[config.mk]
export PLATFORM = sky130hd
export DESIGN_NAME = hazard_fwd_ctrl
export DESIGN_NICKNAME = d
export VERILOG_FILES = /design/src/rtl/hazard_fwd_ctrl.sv
export SDC_FILE = /design/constraint.sdc
export NUM_CORES = 1
export LEC_CHECK = 0
export BUFFER_PORTS_ARGS = -buffer_cell sky130_fd_sc_hd__buf_2
export CAP_MARGIN = 20
export CORE_MARGIN = 3
export CORE_UTILIZATION = 53
export CTS_CLUSTER_SIZE = 20
export DETAILED_ROUTE_END_ITERATION = 8
export PLACE_DENSITY = 0.78
export SYNTH_ARGS = -nofsm -noshare
export SYNTH_HDL_FRONTEND = slang
export SYNTH_SLANG_ARGS = --single-unit
[constraint.sdc]
create_clock -name clk -period 2.31 [get_ports clk]
set_clock_uncertainty 0.05 [all_clocks]
set_input_delay 0.462 -clock clk [delete_from_list [all_inputs] [get_ports clk]]
set_output_delay 0.462 -clock clk [all_outputs]
set_load 0.005 [all_outputs]
[src/rtl/hazard_fwd_ctrl.sv]
// hazard_fwd_ctrl: hazard controller for the 5-stage RV32I pipeline.
// Tracks register/control fields through E, M and W in shadow registers,
// drives the two Execute operand-forwarding selects, and produces the
// stall/flush controls for the F, D and E pipeline registers.
// Optional macro HAZARD_PERF_EN adds saturating load-use stall and
// branch flush counters (stall_cnt, flush_cnt) and the CNT_W parameter.
module hazard_fwd_ctrl #(
  parameter int REG_AW = 5
`ifdef HAZARD_PERF_EN
  , parameter int CNT_W = 32
`endif
) (
  input  logic              clk,
  input  logic              reset,
  input  logic [REG_AW-1:0] rs1_d,
  input  logic [REG_AW-1:0] rs2_d,
  input  logic [REG_AW-1:0] rd_d,
  input  logic              reg_write_d,
  input  logic              is_load_d,
  input  logic              pc_src_e,
  output logic [1:0]        forward_a_e,
  output logic [1:0]        forward_b_e,
  output logic              stall_f,
  output logic              stall_d,
  output logic              flush_d,
  output logic              flush_e
`ifdef HAZARD_PERF_EN
  , output logic [CNT_W-1:0] stall_cnt
  , output logic [CNT_W-1:0] flush_cnt
`endif
);

  // Execute-stage shadow fields
  logic [REG_AW-1:0] rs1_e, rs2_e, rd_e;
  logic              reg_write_e, load_e;
  // Memory-stage shadow fields
  logic [REG_AW-1:0] rd_m;
  logic              reg_write_m;
  // Writeback-stage shadow fields
  logic [REG_AW-1:0] rd_w;
  logic              reg_write_w;

  logic              lw_stall;
  logic              bubble_e;

  // Forward select for one operand: M result wins over W; x0 never forwards.
  function automatic logic [1:0] fwd_sel(
    input logic [REG_AW-1:0] rs,
    input logic [REG_AW-1:0] rdm,
    input logic              wm,
    input logic [REG_AW-1:0] rdw,
    input logic              ww
  );
    logic [1:0] sel;
    sel = 2'b00;
    if (wm && (rdm != '0) && (rdm == rs))
      sel = 2'b10;
    else if (ww && (rdw != '0) && (rdw == rs))
      sel = 2'b01;
    return sel;
  endfunction

  // Hazard detection and gated outputs; everything is forced low in reset.
  always_comb begin
    lw_stall    = load_e && (rd_e != '0) && ((rd_e == rs1_d) || (rd_e == rs2_d));
    bubble_e    = lw_stall || pc_src_e;
    forward_a_e = 2'b00;
    forward_b_e = 2'b00;
    stall_f     = 1'b0;
    stall_d     = 1'b0;
    flush_d     = 1'b0;
    flush_e     = 1'b0;
    if (!reset) begin
      forward_a_e = fwd_sel(rs1_e, rd_m, reg_write_m, rd_w, reg_write_w);
      forward_b_e = fwd_sel(rs2_e, rd_m, reg_write_m, rd_w, reg_write_w);
      stall_f     = lw_stall;
      stall_d     = lw_stall;
      flush_d     = pc_src_e;
      flush_e     = bubble_e;
    end
  end

  // Shadow pipeline: D->E (bubbled on flush), then E->M->W every cycle
  always_ff @(posedge clk) begin
    if (reset) begin
      rs1_e       <= '0;
      rs2_e       <= '0;
      rd_e        <= '0;
      reg_write_e <= 1'b0;
      load_e      <= 1'b0;
      rd_m        <= '0;
      reg_write_m <= 1'b0;
      rd_w        <= '0;
      reg_write_w <= 1'b0;
    end else begin
      if (bubble_e) begin
        rs1_e       <= '0;
        rs2_e       <= '0;
        rd_e        <= '0;
        reg_write_e <= 1'b0;
        load_e      <= 1'b0;
      end else begin
        rs1_e       <= rs1_d;
        rs2_e       <= rs2_d;
        rd_e        <= rd_d;
        reg_write_e <= reg_write_d;
        load_e      <= is_load_d;
      end
      // ---- E -> M ----
      rd_m        <= rd_e;
      reg_write_m <= reg_write_e;
      // ---- M -> W ----
      rd_w        <= rd_m;
      reg_write_w <= reg_write_m;
    end
  end

`ifdef HAZARD_PERF_EN
  logic [CNT_W-1:0] stall_q, flush_q;

  // Increment that sticks at all-ones instead of wrapping.
  function automatic logic [CNT_W-1:0] sat_inc(input logic [CNT_W-1:0] v);
    return (&v) ? v : v + 1'b1;
  endfunction

  // Performance counters for load-use stalls and branch flushes
  always_ff @(posedge clk) begin
    if (reset) begin
      stall_q <= '0;
      flush_q <= '0;
    end else begin
      if (lw_stall) stall_q <= sat_inc(stall_q);
      if (pc_src_e) flush_q <= sat_inc(flush_q);
    end
  end

  assign stall_cnt = reset ? '0 : stall_q;
  assign flush_cnt = reset ? '0 : flush_q;
`endif

endmodule

Yosys cells after proc, flatten, opt, wreduce, memory -nomap -nowiden
Cells that the tools add are included.
{"block": "totals", "elab_cells": 38, "reg_bits": 29, "inputBits": 20}
{"block": "op_classes", "n_mux": 9, "reduce_logical": 14, "n_eq_ne": 6}
{"cell": "5-bit equality test", "n": 6}
{"cell": "5-bit nonzero test", "n": 3}
{"cell": "1-bit logical AND", "n": 8}
{"cell": "2-bit 2-to-1 mux", "n": 4}
{"cell": "1-bit 2-to-1 mux", "n": 5}
{"cell": "1-bit logical OR", "n": 2}
{"cell": "2-bit OR reduction", "n": 1}

Longest topological paths before layout
{"block": "depth", "word_depth": 6, "depth_mapped": 5, "depth_no_buf": 4}

Worst setup path before layout
Ideal clock, no wire load.
{"block": "synth_path", "path_kind": "input -> output", "start": "in reset", "end": "out forward_a_e[0]", "required_time_ns": 1.798, "t_arrival_ns": 1.547, "path_slack_ns": 0.251, "n_path_buf": 1, "cell_stages": 5, "path_cell_list": "clkbuf_1 -> nor2b_1 -> o21ai_0 -> or4_1 -> nor4_1"}
{"block": "synth_via", "elab_chain_len": 1}
{"element": "from (decl)", "line": "14", "source": "input logic reset,"}
{"element": "2-bit 2-to-1 mux", "line": "73", "source": "if (!reset) begin"}
{"element": "to (decl)", "line": "21", "source": "output logic [1:0] forward_a_e,"}
No other way between the ends.

Final worst setup path
{"block": "layout_path", "start": "reg rd_m[1]", "end": "out forward_a_e[0]"}
{"block": "layout_via", "elab_chain_len": 5, "elab_cells_between_ends": 6}
{"element": "from (decl)", "line": "37", "source": "logic [REG_AW-1:0] rd_m;"}
{"element": "from (signal assigned)", "line": "110", "source": "rd_m <= rd_e;"}
{"element": "5-bit nonzero test", "line": "56", "source": "if (wm && (rdm != '0) && (rdm == rs))"}
{"element": "1-bit logical AND", "line": "56"}
{"element": "1-bit logical AND (*)", "line": "56"}
{"element": "2-bit 2-to-1 mux (*)", "line": "56"}
{"element": "2-bit 2-to-1 mux (*)", "line": "73"}
Every way passes the cells marked *; elsewhere a longest branch is shown, timed or not.

==> flow_metrics.tcl <==
set metrics [dict create \
    grt_pass1_wl_um 4640 \
    cts_tree "done" \
    critPathCaptureType "primary output" \
    finalNonFillerCells 206 \
    start_util_pct 58.6 \
    setup_viol 0 \
    dieArea_sq_um 3210 \
    grtUsageMet2_pct 35.6 \
    utilization_pct 72.1 \
    cp.arrival_ns 1.80 \
    yosysTopAreaCellShare_pct 42.7 \
    synthCells 143 \
    drcViolationCount 0 \
    path_max_fanout 2 \
    dp_slack_ns 0.0898 \
    fp.dieH_um 56.6 \
    p_leak_nw 0.718 \
    clk_latency_ns 0.32 \
    ys.flop_type "dfxtp_1" \
    grt_max_degree 28 \
    drv_slew 0 \
    cts_buffers 5 \
    netlist_top_cells_count "dfxtp_1 (29), xnor2_1 (22), nor2b_1 (14)" \
    grtUsageMet1_pct 19.3 \
    place_hpwl_um 2040 \
    power_mw 1.01 \
    dp_cells 195 \
    start_kind "register" \
    top_usage_layer "met2" \
    min_period_ns 2.31 \
    status "finished clean" \
    synth_seq_area_share_pct 42.7 \
    fin_ws_ns 0.000406 \
    vias 1107 \
    synth_area_per_cell_sq_um 9.50 \
    io_pins 28 \
    hold_viol 0 \
    synthToLayoutAreaGrowth_pct 23.0 \
    numPortBuffers 27 \
    pwr_density_cell_nw_per_um2 606 \
    htree_levels 2 \
    fmax_mhz 433 \
    ant_nets 0 \
    diodes 0 \
    synth_nets 163 \
    worst-setup-path-type "register to primary output" \
    fp.dieW_um 56.6 \
    slew_headroom_pct 70.0 \
    via_per_inst 5.37 \
    worst_ep_required_time_ns 1.80 \
    syn_area_sq_um 1360 \
    clkSlewWorstSetupHoldPaths_ns 0.09 \
    yosysUniqueCellTypes 25 \
    finalCritPeriodShare_pct 100 \
    ys_warn_count 0 \
    synth_area_leaders "dfxtp_1 (43%), xnor2_1 (14%), nor2b_1 (6.4%), xor2_1 (5.2%), a2111oi_0 (4.5%)" \
    synth_most_common_cell "dfxtp_1" \
    rows 17 \
    antenna_found_initial 0 \
    min_path_type "primary input to register" \
    grt_pass1_vias 1067 \
    met3_usage_pct 5.75 \
    finalSetupTns_ns 0 \
    rsz0062_at_grt "yes" \
    routedWlPerCell_um 13.9 \
    overflow 0 \
    track_usage_pct 19.0 \
    cap_violations 0 \
    ys_seq_elements 29 \
    synth_edf_count 0 \
    gp_congestion 0.906 \
    cts-root-buf "clkbuf_4" \
    clockBufferDepth 2 \
    clock-sinks 29 \
    core_sq_um 2320 \
    dr.pass1.iters 4 \
    tightest_slew_ns 0.439 \
    finalWirelength_um 2860 \
    layout-drive-gt1-share_pct 34.8 \
    synthArstFlopShare_pct 0 \
    nets 197 \
    peakVddDrop_mv 0.447 \
    drtIter0Drc 19 \
    synth_top_cell_by_area "dfxtp_1" \
]
-- state kept, by name (all words and copies together) (netlist names) --
name,cells
rd_e,5
rd_m,5
rd_w,5
rs1_e,5
rs2_e,5
load_e,1
reg_write_e,1
reg_write_m,1
reg_write_w,1
-- through the flow --
| step | hold WS [ns] | cell area [sq um] |
|---|---|---|
| after CTS | 0.286 | 1640 |
| after global routing | 0.294 | 1670 |
| final | 0.296 | 1670 |
| after detailed placement | 0.388 | 1520 |
| after floorplan | 0.364 | 1360 |
| after global placement | 0.384 | 1520 |
-- worst paths after layout --
kind | endpoint | slack [ns] | from | cells past startpoint
max | forward_a_e[0] | 0.0004 | rd_m[1] | 5
min | rd_e[1] | 0.30 | rd_d[1] | 3
max reg2reg | rs1_e[0] | 0.35 | rd_e[2] | 4
min reg2reg | reg_write_m | 0.43 | reg_write_e | 1
-- layer usage --
metal  vias up  share of wire [%]
li1        553                  -
met1       504                 38
met2        41                 53
met3         9                6.6
met4         0                2.4
met5         -                  0
-- area by class of cell --
type / instances / area, sq um
Clock inverter: 1 / 5.00
Multi-Input combinational cell: 97 / 747
Timing Repair Buffer: 34 / 188
Inverter: 10 / 37.5
Sequential cell: 29 / 594
Fill cell: 180 / 647
Tap cell: 28 / 35.0
Clock buffer: 7 / 65.1
-- placed cells by master (no fill, tap or decap), types with 5 or more instances in the layout --
| cell type | instances |
|---|---|
| a2111oi_0 | 7 |
| a21oi_1 | 7 |
| buf_2 | 27 |
| buf_4 | 7 |
| clkbuf_4 | 5 |
| dfxtp_1 | 20 |
| dfxtp_2 | 8 |
| inv_1 | 10 |
| nand2_1 | 11 |
| nand3_1 | 5 |
| nor2b_1 | 14 |
| xnor2_1 | 22 |
| xor2_1 | 8 |
-- worst max-delay path: stages (launching register included) --
cell and delay, ns:
dfxtp_2 0.33, or4_4 0.54, o21ai_4 0.15, nor3_2 0.07, nor4_4 0.25, buf_2 0.14
-- what timing repair did --
| item | CTS | global route |
|---|---|---|
| hold buffers | 0 | 0 |
| buffers inserted | 3 | 0 |
| hold endpoints to repair | 0 | 0 |
| gates resized for setup | 14 | 7 |
| setup endpoints to repair | 5 | 5 |
| pin swaps | 5 | 5 |
-- logic make-up after synthesis --
family | Yosys count | share of synthesized area (%)
flops | 29 | 42.7
buf+inv | 17 | 5.62
compound gates | 23 | 14.8
simple gates | 44 | 17.5
xor+xnor | 30 | 19.3
-- where the power goes --
part           internal (mW)  switching, mW  leakage [nW]
Combinational         0.0641         0.0684         0.436
Sequential             0.516         0.0167         0.241
Clock                  0.176          0.171        0.0413
(Power assumes the default switching activity.)
